File: src/rtl/fact_pkg.sv
// fact_pkg: shared controller state codes, slot codes and helpers for the factorisation game
package fact_pkg;
  localparam logic [3:0] ST_QUESTION = 4'b0011;
  localparam logic [3:0] ST_INPUT    = 4'b0100;
  localparam logic [3:0] ST_DRAW     = 4'b0110;
  localparam logic [3:0] ST_GOOD     = 4'b1000;
  localparam logic [3:0] ST_OUCH     = 4'b1001;
  localparam logic [3:0] ST_WIN      = 4'b1010;
  localparam logic [3:0] ST_LOSE     = 4'b1011;
  localparam logic [3:0] IDX_NONE = 4'd0;
  localparam logic [3:0] IDX_2    = 4'd1;
  localparam logic [3:0] IDX_3    = 4'd2;
  localparam logic [3:0] IDX_5    = 4'd3;
  localparam logic [3:0] IDX_7    = 4'd4;
  typedef enum logic [1:0] {EDIT, PEND, FLUSH} ae_state_t;
  function automatic logic is_flush(input logic [3:0] s);
    return s inside {ST_DRAW, ST_GOOD, ST_OUCH, ST_WIN, ST_LOSE};
  endfunction
  function automatic logic [3:0] slot_to_prime(input logic [3:0] c);
    return c == IDX_2 ? 4'd2 : c == IDX_3 ? 4'd3 : c == IDX_5 ? 4'd5 : c == IDX_7 ? 4'd7 : 4'd0;
  endfunction
endpackage

File: src/rtl/btn_edge.sv
// btn_edge: registers buttons and flags rising edges; reset to all 1s so held buttons stay silent
module btn_edge #(
  parameter int W = 1
) (
  input  logic         CLK,
  input  logic         RST,
  input  logic [W-1:0] cur,
  output logic [W-1:0] ev
);
  logic [W-1:0] prev;
  always_ff @(posedge CLK) prev <= RST ? '1 : cur;
  assign ev = cur & ~prev;
endmodule

File: src/rtl/answer_entry.sv
// answer_entry: factor-slot editing, question hold and valid/ack answer commit
module answer_entry import fact_pkg::*; #(
  parameter int NSLOT   = 3,
  parameter int IDX_W   = 4,
  parameter int MAX_IDX = 4,
  parameter int Q_W     = 12,
  parameter int STATE_W = 4
) (
  input  logic                   CLK,
  input  logic                   RST,
  input  logic [STATE_W-1:0]     STATE,
  input  logic [NSLOT-1:0]       SEL,
  input  logic                   DIR,
  input  logic                   CLR,
  input  logic                   DEC,
  input  logic                   Q_LOAD,
  input  logic [Q_W-1:0]         Q_IN,
  output logic                   QUE_OK,
  output logic [NSLOT*IDX_W-1:0] ANS_OUT,
  output logic                   ANS_VALID,
  input  logic                   ANS_ACK,
  output logic [NSLOT*IDX_W-1:0] DISP_ANS,
  output logic [Q_W-1:0]         DISP_Q
);
  logic [NSLOT-1:0] sel_ev;
  logic clr_ev, dec_ev, flush, edit_ok, dec_fire;
  logic [NSLOT*IDX_W-1:0] slots, slot_nxt;
  logic [Q_W-1:0] q_reg;
  ae_state_t st;
  btn_edge #(.W(NSLOT + 2)) u_edge (
    .CLK(CLK),
    .RST(RST),
    .cur({DEC, CLR, SEL}),
    .ev ({dec_ev, clr_ev, sel_ev})
  );
  assign flush    = is_flush(4'(STATE));
  assign edit_ok  = st == EDIT && STATE == STATE_W'(ST_INPUT);
  assign dec_fire = edit_ok && dec_ev && !clr_ev && !(|sel_ev);
  for (genvar i = 0; i < NSLOT; i++) begin : g_slot
    logic [IDX_W-1:0] s, up, dn;
    assign s  = slots[i*IDX_W +: IDX_W];
    assign up = s >= IDX_W'(MAX_IDX) ? IDX_W'(1) : s + 1'b1;
    assign dn = s <= IDX_W'(1) ? IDX_W'(MAX_IDX) : s - 1'b1;
    assign slot_nxt[i*IDX_W +: IDX_W] = flush || (edit_ok && clr_ev) ? '0 :
                                        edit_ok && sel_ev[i] ? (DIR ? dn : up) : s;
  end
  always_ff @(posedge CLK) begin
    if (RST) begin
      st        <= EDIT;
      slots     <= '0;
      ANS_OUT   <= '0;
      ANS_VALID <= 1'b0;
      q_reg     <= '0;
      QUE_OK    <= 1'b0;
      DISP_ANS  <= '0;
      DISP_Q    <= '0;
    end else begin
      slots    <= slot_nxt;
      DISP_ANS <= STATE == STATE_W'(ST_INPUT) ? slot_nxt : '0;
      DISP_Q   <= STATE == STATE_W'(ST_QUESTION) ? q_reg : '0;
      if (flush) begin
        st        <= FLUSH;
        ANS_OUT   <= '0;
        ANS_VALID <= 1'b0;
        q_reg     <= '0;
        QUE_OK    <= 1'b0;
      end else begin
        if (Q_LOAD) begin
          q_reg  <= Q_IN;
          QUE_OK <= 1'b1;
        end
        case (st)
          EDIT: if (dec_fire) begin
            ANS_OUT   <= slots;
            ANS_VALID <= 1'b1;
            st        <= PEND;
          end
          PEND: if (ANS_ACK && ANS_VALID) begin
            ANS_VALID <= 1'b0;
            st        <= EDIT;
          end
          default: st <= EDIT;
        endcase
      end
    end
  end
endmodule

File: config.mk
export PLATFORM = sky130hd
export DESIGN_NAME = answer_entry
export DESIGN_NICKNAME = d
export VERILOG_FILES = /design/src/rtl/fact_pkg.sv /design/src/rtl/btn_edge.sv /design/src/rtl/answer_entry.sv
export SDC_FILE = /design/constraint.sdc
export NUM_CORES = 1
export LEC_CHECK = 0
export CAP_MARGIN = 20
export CORE_ASPECT_RATIO = 0.6
export CORE_MARGIN = 1.5
export CORE_UTILIZATION = 50
export CTS_CLUSTER_DIAMETER = 120
export CTS_CLUSTER_SIZE = 24
export DETAILED_ROUTE_END_ITERATION = 8
export GPL_TIMING_DRIVEN = 0
export PLACE_DENSITY = 0.8
export SYNTH_ARGS = -nofsm -noshare
export SYNTH_HDL_FRONTEND = slang
export SYNTH_HIERARCHICAL = 1
export SYNTH_SLANG_ARGS = --single-unit
export TNS_END_PERCENT = 5
File: constraint.sdc
create_clock -name CLK -period 2.1 [get_ports CLK]
set_input_delay 0.63 -clock CLK [delete_from_list [all_inputs] [get_ports CLK]]
set_output_delay 0.63 -clock CLK [all_outputs]
set_load 0.01 [all_outputs]
==> results by group, run 1 <==
Outcome
  • Status: completed

Floorplanning
  • Starting Density: 51.43%
  • Core Region: 5544 um2
  • IO Pins: 64
  • Die W: 100.5 um
  • Die ar.: 6180 um2
  • Die H: 61.50 um
  • Row count: 21

Place
  • DP Wirelength: 4667 um
  • DP Area: 3572 um2
  • Port bufs: 62
  • Routability Congestion: 0.9283

Drt
  • WL/cell: 14.35 um
  • Routed wire length: 6544 um
  • First-iteration detailed-routing DRC count: 142
  • WL met3: 410 um
  • DRC Markers: 0
  • Routed vias: 2348
  • Number of routed nets with antenna violations: 0
  • Metal2 WL: 2858 um
  • Total iterations of the first detailed-routing run: 4
  • Met1 WL: 3197 um
  • Top Metal Used: met4
  • Avg Vias per Cell: 5.149

Synth
  • Post-synth top cells: dfxtp_1 (69), nor2_1 (45), a21oi_1 (24), mux2i_1 (24), and2_1 (12)
  • Dominant cell type by area after synthesis: dfxtp_1
  • Fraction of registers with async set/reset: 0%
  • Mapped cell area: 2851 um2
  • Seq/Total Area, Yosys: 48.44%
  • Mean Syn Cell Area: 9.601 um2
  • Synthesized flop and latch total: 69
  • Syn_nets: 332
  • Most frequent cell after synthesis: dfxtp_1
  • Cell count after synthesis: 297
  • Yosys top cell area share: 48.44%
  • Top cells by area, synth: dfxtp_1 (48%), mux2i_1 (8.4%), nor2_1 (5.9%)
  • Post-synth EDFFs: 0
  • Ys flop type: dfxtp_1
  • Yosys Warn Count: 6
  • Synth unique cells: 42

Setup path
  • Worst setup path category: in2reg
  • Crit path DAT: 2.25 ns
  • Crit path max fanout: 10
  • R2R Path End: DISP_ANS[5]
  • R2r setup slk: 0.31 ns
  • Critical Path RT: 2.34 ns
  • Worst reg-to-reg path cell count: 5
  • Startpoint Class: input port
  • Worst path cell trace: clkdlybuf4s50_1 -> nor4b_4 -> buf_4 -> nand4_4 -> buf_6 -> mux2i_1 -> nor2_1
  • Worst setup EP type: flop
  • R2R Path Start: st[1]
  • Crit-path slowest cell: clkdlybuf4s50_1
  • Worst path top cell family by delay: buffers and inverters
  • Buf+Inv Stages, Crit Path: 3
  • Slowest stage delay, CP: 0.47 ns

Timing
  • RSZ-0062 raised after global routing: true
  • Period minus WS final: 2.011 ns
  • Max Slew Vio Count: 0
  • Final Hold Viols: 0
  • Normalized max-slew margin: 52.55%
  • Final Cycle Share: 95.75%
  • Fmax: 497.3 MHz
  • Final setup vio count: 0
  • Fin Hold WS: 0.4565 ns
  • Clock Skew: 0.004306 ns
  • Slew @ Worst Pin: 0.7117 ns

Power and ir drop
  • Pwr Density: 710.9 nW/um2
  • Worst VDD drop: 0.0004498 V
  • Design Power: 2720 uW
  • Leak pwr: 0.001562 uW

Clocking
  • Hold_buf cts: 0
  • Clk sinks: 69
  • CTS Buf Count: 9
  • TritonCTS clock tree: done
  • Worst-path clk slew: 0.07 ns
  • Clock Latency Late Sink: 0.35 ns
  • Maximum clock path buffer count: 2
  • Total number of H-tree levels: 3
  • CTS root buffer: clkbuf_8

Global route
  • Number of global-route vias before repair: 2124
  • Overall Global Routing Usage: 22.83%
  • First-pass GRT wire length: 10490 um
  • Initial antenna violation count: 0
  • GRT overflow: 0
  • Largest net degree at the start of global routing: 13

Worst hold path
  • Worst hold path stage count: 1
  • Hold path endpoint: DISP_Q[2]
  • HP Class: reg2reg
  • Min-delay src: q_reg[2]

Final layout
  • Ant diodes: 0
  • NumNets Final: 406
  • Share of post-route cells with drive strength above 1: 10.90%
  • Fillers: 437
  • Area grow syn2layout: 34.18%
  • Design Area, Final: 3826 um2

Run
  • Max-cap violations: 0
layer usage:
metal / GRT usage (%) / vias to the layer above
met5: 0 / -
met4: 6.640 / 0
met3: 9.421 / 8
met2: 33.92 / 76
met1: 30.80 / 1091
li1: - / 1173
through the flow:
stage | cells | worst slack, ns | TNS [ns] | util (%)
4_1_cts | 457 | 0.07572 | 0 | 68.74
3_5_place_dp | 439 | -0.3710 | -16.88 | 64.43
3_3_place_gp | 439 | -0.3583 | -13.88 | 64.43
5_1_grt | 456 | -0.01184 | -0.01480 | 69.01
6_report | 456 | 0.08917 | 0 | 69.01
2_1_floorplan | 297 | 0.2633 | 0 | -
power by group:
group | leakage, uW | internal (uW) | switching [uW] | total [uW]
registers | 0.000559 | 1330 | 8.28 | 1340
clock network | 0.000112 | 698 | 511 | 1210
logic | 0.000891 | 88.2 | 86.9 | 175
area by class of cell:
class                      instances  area, um2  share of cell area, %
sequential                        69       1381                  36.10
clock buffer                      10      137.6                  3.597
tap                               80      100.1                  2.616
inverter                          11      41.29                  1.079
multi-input combinational        199       1345                  35.15
clock inverter                     6      86.33                  2.256
buffer                            17      98.84                  2.583
timing repair buffer              64      635.6                  16.61
how the worst max path moves through the flow:
| stage | startpoint | endpoint | slack, ns | depth (start not counted) |
|---|---|---|---|---|
| 2_1_floorplan | CLR | ANS_OUT[0] | 0.26 | 6 |
| 3_3_place_gp | STATE[1] | DISP_ANS[5] | -0.36 | 6 |
| 3_5_place_dp | STATE[1] | DISP_ANS[5] | -0.37 | 6 |
| 4_1_cts | SEL[2] | ANS_OUT[9] | 0.08 | 7 |
| 5_1_grt | STATE[1] | ANS_OUT[2] | -0.01 | 7 |
| 6_report | STATE[1] | ANS_OUT[9] | 0.09 | 7 |
placed cells by master, fill, tap and decap left out, types with 4 or more instances in the layout:
cell / n
a21oi_1: 24
and2_1: 12
and3_1: 6
buf_2: 4
buf_6: 4
clkbuf_1: 7
clkbuf_8: 10
clkdlybuf4s50_1: 62
dfxtp_1: 69
ha_1: 9
inv_1: 11
mux2i_1: 24
nand2_1: 6
nand3_1: 5
nor2_1: 45
nor2b_2: 4
nor3_2: 5
o21ai_0: 6
o311a_1: 4
or2_1: 5
cells by family after synthesis:
group	synth area share (%)
AND/OR/NAND/NOR	22.03
flip-flops	48.44
AO/OA/AOI/OAI	12.11
buffers and inverters	5.046
multiplexers	8.425
adder cells (fa/ha/maj)	3.949
worst reg2reg max path, stage by stage (launching register included):
cell	delay, ns
dfxtp_1	0.32
nor2_1	0.39
clkbuf_1	0.38
and3b_1	0.28
o211ai_1	0.15
a21oi_1	0.20
what timing repair did:
item | CTS | global route
pin swaps | 1 | 1
gates cloned | 0 | 0
resized for setup | 0 | 5
endpoints found under the setup margin | 2 | 14
setup buffers | 2 | 0
Note: power is estimated with default switching activity, not from simulation.
==> inputs of run 2 (changes only) <==
--- a/config.mk
+++ b/config.mk
@@ -16,6 +16,5 @@
 export PLACE_DENSITY = 0.8
 export SYNTH_ARGS = -nofsm -noshare
 export SYNTH_HDL_FRONTEND = slang
-export SYNTH_HIERARCHICAL = 1
 export SYNTH_SLANG_ARGS = --single-unit
 export TNS_END_PERCENT = 5
==> run 2 against run 1 <==
  * Design area rose by 0.23%
  * Power decreased by 5.6%
  * Clock power decreased by 13%
  * Clock-buffer cell count increased by 2
  * Critical path depth decreased by 1
  * Hold slack lost 0.0014 ns
  * Clock skew grew 0.0030 ns
  * Synthesized area is 0.83% higher
  * Via count increased by 3.8%
  * Core utilization is 0.17 points lower
  * Critical path type unchanged
  * Critical endpoint is now ANS_OUT[3]
  * Highest routed layer unchanged
==> results by group, run 2 <==
Setup path
  • Slowest stage delay, CP: 0.63 ns (was 0.47 ns)
  • Worst setup EP type: flop (unchanged)
  • Crit-path slowest cell: or4b_4 (was clkdlybuf4s50_1)
  • Worst path cell trace: dlygate4sd2_1 -> or4b_4 -> nor2_8 -> nand3_4 -> buf_6 -> mux2i_1 (was clkdlybuf4s50_1 -> nor4b_4 -> buf_4 -> nand4_4 -> buf_6 -> mux2i_1 -> nor2_1)
  • Crit path max fanout: 10 (unchanged)
  • R2r setup slk: 0.13 ns (was 0.31 ns)
  • R2R Path End: DISP_ANS[1] (was DISP_ANS[5])
  • Crit path DAT: 2.22 ns (was 2.25 ns)
  • Startpoint Class: input port (unchanged)
  • Worst reg-to-reg path cell count: 6 (was 5)
  • R2R Path Start: slots[0] (was st[1])
  • Critical Path RT: 2.33 ns (was 2.34 ns)
  • Worst setup path category: in2reg (unchanged)

Power and ir drop
  • Worst VDD drop: 0.0004724 V (was 0.0004498 V)
  • Pwr Density: 669.2 nW/um2 (was 710.9 nW/um2)
  • Leak pwr: 0.001489 uW (was 0.001562 uW)

Timing
  • Final setup vio count: 0 (unchanged)
  • RSZ-0062 raised after global routing: false (was true)
  • Fmax: 502.5 MHz (was 497.3 MHz)
  • Final Cycle Share: 94.77% (was 95.75%)
  • Clock Skew: 0.007340 ns (was 0.004306 ns)
  • Period minus WS final: 1.990 ns (was 2.011 ns)
  • Final Hold Viols: 0 (unchanged)
  • Final worst slack: 0.1099 ns (was 0.08917 ns)
  • Normalized max-slew margin: 52.84% (was 52.55%)
  • Max Slew Vio Count: 0 (unchanged)
  • Slew @ Worst Pin: 0.7075 ns (was 0.7117 ns)

Worst hold path
  • Min-delay src: q_reg[5] (was q_reg[2])
  • Worst hold path stage count: 1 (unchanged)
  • Hold path endpoint: DISP_Q[5] (was DISP_Q[2])
  • HP Class: reg2reg (unchanged)

Floorplanning
  • Core Region: 5570 um2 (was 5544 um2)
  • IO Pins: 64 (unchanged)
  • Die H: 61.74 um (was 61.50 um)
  • Die ar.: 6230 um2 (was 6180 um2)
  • Row count: 21 (unchanged)
  • Die W: 100.9 um (was 100.5 um)
  • Starting Density: 51.62% (was 51.43%)

Synth
  • Top cells by area, synth: dfxtp_1 (48%), mux2i_1 (8.7%), nand2_1 (4.4%) (was dfxtp_1 (48%), mux2i_1 (8.4%), nor2_1 (5.9%))
  • Area share of xor/xnor cells in the synthesized design: 0% (unchanged)
  • Ys flop type: dfxtp_1 (unchanged)
  • Yosys Warn Count: 0 (was 6)
  • Synth Area in Adders: 3.916% (was 3.949%)
  • Most frequent cell after synthesis: dfxtp_1 (unchanged)
  • Syn_nets: 339 (was 332)
  • Fraction of registers with async set/reset: 0% (unchanged)
  • Mux share of post-synthesis cell area: 8.703% (was 8.425%)
  • Post-synth top cells: dfxtp_1 (69), nand2_1 (34), nor2_1 (32), mux2i_1 (25), a21oi_1 (16) (was dfxtp_1 (69), nor2_1 (45), a21oi_1 (24), mux2i_1 (24), and2_1 (12))
  • Mean Syn Cell Area: 9.458 um2 (was 9.601 um2)
  • Yosys top cell area share: 48.04% (was 48.44%)
  • Synth Area in Simple Gates: 24.15% (was 22.03%)
  • Post-synth EDFFs: 0 (unchanged)
  • Mapped cell area: 2875 um2 (was 2851 um2)
  • Synth Area in Compound Gates: 12.01% (was 12.11%)
  • Dominant cell type by area after synthesis: dfxtp_1 (unchanged)
  • Synth unique cells: 50 (was 42)
  • Cell count after synthesis: 304 (was 297)
  • Seq/Total Area, Yosys: 48.04% (was 48.44%)
  • Largest family of logic cells by synthesized area: simple AND/OR/NAND/NOR gates (unchanged)
  • Synthesized flop and latch total: 69 (unchanged)

Clocking
  • Maximum clock path buffer count: 2 (unchanged)
  • Hold_buf cts: 0 (unchanged)
  • CTS root buffer: clkbuf_8 (unchanged)
  • Worst-path clk slew: 0.07 ns (about the same)
  • Total number of H-tree levels: 3 (unchanged)
  • Clock Latency Late Sink: 0.34 ns (was 0.35 ns)
  • TritonCTS clock tree: done (unchanged)
  • CTS Buf Count: 9 (unchanged)
  • Clk sinks: 69 (unchanged)

Global route
  • First-pass GRT wire length: 10320 um (was 10490 um)
  • GRT overflow: 0 (unchanged)
  • Initial antenna violation count: 0 (unchanged)
  • Largest net degree at the start of global routing: 12 (was 13)
  • Number of global-route vias before repair: 2144 (was 2124)
  • Overall Global Routing Usage: 22.41% (was 22.83%)

Final layout
  • Design Area, Final: 3835 um2 (was 3826 um2)
  • Area grow syn2layout: 33.38% (was 34.18%)
  • Utilization after layout: 68.85% (was 69.01%)
  • Share of post-route cells with drive strength above 1: 10.44% (was 10.90%)
  • NumNets Final: 413 (was 406)
  • Most common cell after layout, fill and taps aside: dfxtp_1 (unchanged)
  • Fillers: 467 (was 437)
  • Most frequent cells in the layout: dfxtp_1 (68), clkdlybuf4s50_1 (57), nand2_1 (34) (was dfxtp_1 (69), clkdlybuf4s50_1 (62), nor2_1 (45))
  • Ant diodes: 0 (unchanged)

Drt
  • WL/cell: 14.47 um (was 14.35 um)
  • Number of routed nets with antenna violations: 0 (unchanged)
  • Routed vias: 2438 (was 2348)
  • Total iterations of the first detailed-routing run: 5 (was 4)
  • Avg Vias per Cell: 5.266 (was 5.149)
  • First-iteration detailed-routing DRC count: 119 (was 142)
  • Routed wire length: 6699 um (was 6544 um)
  • DRC Markers: 0 (unchanged)

Place
  • DP Wirelength: 4881 um (was 4667 um)
  • Routability Congestion: 1.023 (was 0.9283)
  • Port bufs: 61 (was 62)
  • DP Area: 3586 um2 (was 3572 um2)
  • Dpl ws: -0.5725 ns (was -0.3710 ns)

Run
  • Max-cap violations: 0 (unchanged)

Outcome
  • Status: completed (unchanged)
[run 2: changes by cell type in the layout (fill, tap and decap cells not counted), sizes merged, moves of 5 or more]
cell / delta
a21oi: -8
buf: -7
clkdlybuf4s50: -5
nand2: +28
nand2b: +5
nor2: -12
[run 2: layer usage]
layer | GRT usage [%] | wire length (um)
met4 | 7.341 | 85
met5 | 0 | 0
met2 | 31.95 | 2839
met1 | 30.98 | 3128
met3 | 9.396 | 646
[run 2: timing repair]
| item | in CTS | in global routing |
|---|---|---|
| resized for setup | 6 | 8 |
| endpoints found under the setup margin | 45 | 32 |
| buffers inserted | 2 | 0 |
| pin swaps | 2 | 1 |
[run 2: how the worst max path moves through the flow]
stage | startpoint | to | slack [ns] | depth (start not counted)
after floorplan | STATE[1] | slots[3] | 0.21 | 4
after global placement | STATE[1] | slots[0] | -0.53 | 5
after detailed placement | STATE[1] | DISP_ANS[11] | -0.57 | 5
after CTS | RST | ANS_OUT[3] | 0.007 | 5
after global routing | SEL[0] | slots[2] | 0.003 | 5
final | STATE[0] | ANS_OUT[3] | 0.11 | 6
[run 2: cell type report]
cell class / count / area, um2 / share of cell area, %
buffer: 12 / 55.05 / 1.436
sequential: 69 / 1383 / 36.05
clock inverter: 4 / 47.55 / 1.240
inverter: 10 / 37.54 / 0.9788
timing repair buffer: 63 / 620.6 / 16.18
multi-input combinational: 213 / 1446 / 37.72
tap: 80 / 100.1 / 2.610
clock buffer: 12 / 145.1 / 3.785
[run 2: per-stage QoR]
| stage | power (uW) | TNS [ns] | cells | hold slack [ns] |
|---|---|---|---|---|
| floorplan | 1454 | 0 | 304 | 0.4291 |
| global placement | 1532 | -21.76 | 445 | 0.4351 |
| detailed placement | 1536 | -23.58 | 445 | 0.4386 |
| CTS | 2578 | 0 | 463 | 0.4594 |
| global route | 2663 | 0 | 463 | 0.4820 |
| finish | 2566 | 0 | 463 | 0.4551 |
[run 2: power by group]
group	internal (uW)	leakage (uW)	switching [uW]	total, uW
Combinational	83.0	0.000833	93.9	177
Sequential	1330	0.000560	9.19	1340
Clock	578	0.0000964	474	1050
[run 2: logic make-up (layout without fill, tap and decap cells)]
logic type | count (synthesis) | after routing
compound gates | 51 | 51
fa+ha+maj | 9 | 9
buf+inv | 22 | 101
flops | 69 | 69
mux | 25 | 25
simple gates | 128 | 128
[run 2: critical path: cells and delay by family]
kind	cells	cell delay [ns]
buf+inv	2	0.52
simple gates	3	0.94
mux	1	0.12
==> inputs of run 3 (changes only) <==
--- a/config.mk
+++ b/config.mk
@@ -14,6 +14,7 @@
 export DETAILED_ROUTE_END_ITERATION = 8
 export GPL_TIMING_DRIVEN = 0
 export PLACE_DENSITY = 0.8
+export SETUP_SLACK_MARGIN = 0.02
 export SYNTH_ARGS = -nofsm -noshare
 export SYNTH_HDL_FRONTEND = slang
 export SYNTH_SLANG_ARGS = --single-unit
==> run 3 against run 2 <==
  * Power is essentially flat
  * Clock-buffer cell count is the same
  * Cell count is the same
  * Design area grew 0.16%
  * Combinational power is essentially flat
  * Sequential share of layout area shrank 0.059 points
  * Largest cell class unchanged
  * Wire length grew 0.12%
  * Largest power group unchanged
  * Global-route usage is the same
  * Clock power is essentially flat
==> results by group, run 3 (same netlist as run 2, synthesis figures left out) <==
Timing
  • Final Cycle Share: 94.97% (was 94.77%)
  • Normalized max-slew margin: 52.84% (about the same)
  • Final worst slack: 0.1057 ns (was 0.1099 ns)
  • Max Slew Vio Count: 0 (unchanged)
  • RSZ-0062 raised after global routing: false (unchanged)
  • Final Hold Viols: 0 (unchanged)
  • Fmax: 501.4 MHz (was 502.5 MHz)
  • Final setup vio count: 0 (unchanged)
  • Slew @ Worst Pin: 0.7075 ns (about the same)
  • Clock Skew: 0.006766 ns (was 0.007340 ns)
  • Period minus WS final: 1.994 ns (was 1.990 ns)

Global route
  • First-pass GRT wire length: 10320 um (unchanged)
  • Number of global-route vias before repair: 2144 (unchanged)
  • GRT overflow: 0 (unchanged)
  • Largest net degree at the start of global routing: 12 (unchanged)
  • Overall Global Routing Usage: 22.41% (unchanged)
  • Initial antenna violation count: 0 (unchanged)

Drt
  • First-iteration detailed-routing DRC count: 121 (was 119)
  • Routed vias: 2464 (was 2438)
  • Routed wire length: 6707 um (was 6699 um)
  • Total iterations of the first detailed-routing run: 5 (unchanged)
  • Number of routed nets with antenna violations: 0 (unchanged)
  • DRC Markers: 0 (unchanged)
  • WL/cell: 14.49 um (was 14.47 um)
  • Avg Vias per Cell: 5.322 (was 5.266)

Setup path
  • Critical Path RT: 2.31 ns (was 2.33 ns)
  • Crit path max fanout: 4 (was 10)
  • Crit path DAT: 2.20 ns (was 2.22 ns)
  • R2r setup slk: 0.14 ns (was 0.13 ns)
  • Critical Path End: slots[3] (was ANS_OUT[3])
  • Worst reg-to-reg path cell count: 6 (unchanged)
  • Worst setup path category: in2reg (unchanged)
  • R2R Path End: DISP_ANS[1] (unchanged)
  • Startpoint Class: input port (unchanged)
  • R2R Path Start: slots[0] (unchanged)
  • CP startpoint: STATE[0] (unchanged)
  • Worst setup EP type: flop (unchanged)

Clocking
  • Maximum clock path buffer count: 2 (unchanged)
  • Worst-path clk slew: 0.07 ns (about the same)
  • CTS root buffer: clkbuf_8 (unchanged)
  • TritonCTS clock tree: done (unchanged)
  • Hold_buf cts: 0 (unchanged)
  • Clk sinks: 69 (unchanged)
  • Total number of H-tree levels: 3 (unchanged)
  • CTS Buf Count: 9 (unchanged)
  • Clock Latency Late Sink: 0.34 ns (about the same)

Final layout
  • Ant diodes: 0 (unchanged)
  • Design Area, Final: 3841 um2 (was 3835 um2)
  • Utilization after layout: 68.96% (was 68.85%)
  • Most common cell after layout, fill and taps aside: dfxtp_1 (unchanged)
  • Share of post-route cells with drive strength above 1: 10.70% (was 10.44%)
  • NumNets Final: 413 (unchanged)
  • Most frequent cells in the layout: dfxtp_1 (68), clkdlybuf4s50_1 (57), nand2_1 (34) (unchanged)
  • Area grow syn2layout: 33.59% (was 33.38%)

Place
  • DP Wirelength: 4881 um (unchanged)
  • Port bufs: 61 (unchanged)
  • DP Area: 3586 um2 (unchanged)
  • Routability Congestion: 1.023 (unchanged)
  • Dpl ws: -0.5725 ns (unchanged)

Floorplanning
  • Row count: 21 (unchanged)
  • Die H: 61.74 um (unchanged)
  • IO Pins: 64 (unchanged)
  • Die W: 100.9 um (unchanged)
  • Core Region: 5570 um2 (unchanged)
  • Starting Density: 51.62% (unchanged)
  • Die ar.: 6230 um2 (unchanged)

Outcome
  • Status: completed (unchanged)

Power and ir drop
  • Worst VDD drop: 0.0004727 V (was 0.0004724 V)
  • Pwr Density: 668.8 nW/um2 (was 669.2 nW/um2)
  • Sw Ratio: 22.57% (was 22.51%)
  • Logic pwr share: 6.9% (about the same)
  • Sw Pwr: 579.9 uW (was 577.6 uW)
  • Clock share of power: 41.0% (about the same)
  • Sequential Power Share: 52.1% (about the same)
  • Internal power: 1989 uW (about the same)
  • Leak pwr: 0.001491 uW (was 0.001489 uW)

Worst hold path
  • HP Class: reg2reg (unchanged)
  • Worst hold path stage count: 1 (unchanged)

Run
  • Max-cap violations: 0 (unchanged)
## run 3: worst min path at each step
| stage | slack, ns | startpoint | to |
|---|---|---|---|
| 2_1_floorplan | 0.43 | q_reg[0] | DISP_Q[0] |
| 3_5_place_dp | 0.44 | q_reg[5] | DISP_Q[5] |
| 5_1_grt | 0.48 | ANS_OUT[0] | ANS_OUT[0] |
| 3_3_place_gp | 0.44 | q_reg[3] | DISP_Q[3] |
| 6_report | 0.45 | q_reg[0] | DISP_Q[0] |
| 4_1_cts | 0.46 | q_reg[0] | DISP_Q[0] |
## run 3: repair_timing
item / in CTS / in global routing
endpoints found under the setup margin: 48 / 34
resized for setup: 6 / 9
setup buffers: 2 / 0
pin swaps: 2 / 1
## run 3: power groups by stage
stage               clock network [uW]  registers (uW)  logic, uW
global placement                     0            1370        166
detailed placement                   0            1370        169
global route                      1130            1340        193
floorplan                            0            1370       88.2
finish                            1050            1340        177
CTS                               1070            1340        169
## run 3: metal layers
layer	global-route usage (%)	up-vias	part of all wire (%)
met4	7.341	0	1.8
met2	31.95	115	42
met3	9.396	15	9.3
met1	30.98	1129	47
met5	0	-	0
li1	-	1205	-
## run 3: area by class of cell
| cell class | instances | area (um2) |
|---|---|---|
| buffer | 12 | 55.05 |
| clock buffer | 12 | 145.1 |
| clock inverter | 4 | 47.55 |
| fill | 466 | 1729 |
| inverter | 10 | 37.54 |
| multi-input combinational | 213 | 1453 |
| sequential | 69 | 1383 |
| tap | 80 | 100.1 |
| timing repair buffer | 63 | 620.6 |
## run 3: metrics by stage
| stage | hold slack, ns | TNS [ns] | power, uW | cells |
|---|---|---|---|---|
| after CTS | 0.4594 | 0 | 2578 | 463 |
| after global routing | 0.4820 | 0 | 2664 | 463 |
| after detailed placement | 0.4386 | -23.58 | 1536 | 445 |
| after global placement | 0.4351 | -21.76 | 1532 | 445 |
| after floorplan | 0.4291 | 0 | 1454 | 304 |
| final | 0.4547 | 0 | 2569 | 463 |
## run 3: worst max-delay path, stage by stage
cell	delay [ns]
dlygate4sd2_1	0.32
or4b_4	0.63
o41ai_2	0.36
o21ai_1	0.12
nor2b_1	0.14
==> variant (config.mk and constraints of run 3) <==
Re-encode `ae_state_t` (3 states) as one-hot, 3 bits wide.
--- a/src/rtl/fact_pkg.sv
+++ b/src/rtl/fact_pkg.sv
@@ -12,7 +12,7 @@
   localparam logic [3:0] IDX_3    = 4'd2;
   localparam logic [3:0] IDX_5    = 4'd3;
   localparam logic [3:0] IDX_7    = 4'd4;
-  typedef enum logic [1:0] {EDIT, PEND, FLUSH} ae_state_t;
+  typedef enum logic [2:0] {EDIT = 3'b001, PEND = 3'b010, FLUSH = 3'b100} ae_state_t;
   function automatic logic is_flush(input logic [3:0] s);
     return s inside {ST_DRAW, ST_GOOD, ST_OUCH, ST_WIN, ST_LOSE};
   endfunction
Behaviour: same outputs for any inputs over 4 cycles, from zero or initial values and one cycle with RST high; so few cycles prove little.
==> variant against run 3 <==
- the flow now finishes with violations (negative setup slack)
- wire length up 11%
- largest cell class unchanged
- highest routed layer unchanged
- worst setup slack worse by 200 ps
- die area up 2.1%
- total power up 3.3%
- synthesized area up 2.2%
- sequential cell count up 1
- register-to-register slack better by 60 ps
- count of clock-buffer cells in the layout down 2
- final area up 4.3%
==> variant: results (changes against run 3) <==
* Clock Skew at 6.28 ps (-0.484 ps)
* Layout filler cell count at 459 (-1.5%)
* P_leak at 1.55 nW (+4.0%)
* Inverter count at 8 (-2)
* Synthesized area at 0.00294 mm^2 (+2.2%)
* Syn Area/Cell at 9.60 um^2 (+1.6%)
* Status: complete, but fails checks
* Multi-input logic area at 0.00148 mm^2 (+2.0%)
* Worst vdd ir at 0.437 mV (-7.6%)
* Syn Nets at 341 (+0.59%)
* Switching power at 0.630 mW (+8.6%)
* Synth area leaders: dfxtp_1 (48%), mux2i_1 (7.2%), nor2_1 (4.9%)
* DRT iter0 DRCs at 164 (+36%)
* Drt pass-1 iters at 4 (-1)
* Flip-flop and latch count at 70 (+1.4%)
* Multi-input gate count at 210 (-1.4%)
* Final Worst Setup Slack at -92.8 ps (-198 ps)
* Via count at 2,564 (+4.1%)
* Worst slack, placed at -827 ps (-254 ps)
* M3 GR Usage at 0.0727 (-0.0213)
* Fraction of area in registers at 0.350 (-0.0100)
* R2R Setup Slk at 200 ps (+60 ps)
* Final setup fails at 1 (+1)
* Layout cells sized above 1 at 0.153 (+0.0464)
* Sum Neg Setup Slack at -92.8 ps (-92.8 ps)
* WHS at 452 ps (-2.67 ps)
* Layout Area Growth over Synthesis at 36.3%
* Tightest Pin Transition at 699 ps (-8.31 ps)
* Layout non-clock buf frac at 0.198 (+0.0222)
* WL met3 at 727 um (+16%)
* Post-CTS setup buffers at 5 (+3)
* Total power at 2.65 mW (+3.3%)
* Met2 usage at 0.313 (-0.00658)
* Layout Cells excl Fill at 471 (+1.7%)
* Met1 Use GR at 0.364 (+0.0544)
* DP Area at 0.00366 mm^2 (+2.1%)
* Failing checks: negative setup slack
variant: worst max path at each step:
| stage | endpoint | depth (start not counted) | start | slack (ps) |
|---|---|---|---|---|
| final | ANS_OUT[9]$_SDFFE_PP0P_ | 7 | STATE[0] | -90 |
| after global routing | ANS_OUT[9]$_SDFFE_PP0P_ | 7 | STATE[0] | -180 |
| after CTS | st[0]$_SDFFE_PP1P_ | 6 | DEC | -100 |
| after detailed placement | DISP_ANS[7]$_SDFF_PP0_ | 6 | STATE[1] | -830 |
| after global placement | DISP_ANS[7]$_SDFF_PP0_ | 6 | STATE[1] | -890 |
| after floorplan | st[0]$_SDFFE_PP1P_ | 6 | SEL[2] | -30 |
variant: kinds of logic after synthesis:
group           after synthesis  synth area share
fa+ha+maj                     9            0.0383
simple gates                117             0.220
buf+inv                      27            0.0434
compound gates               62             0.150
flops                        70             0.477
mux                          21            0.0715
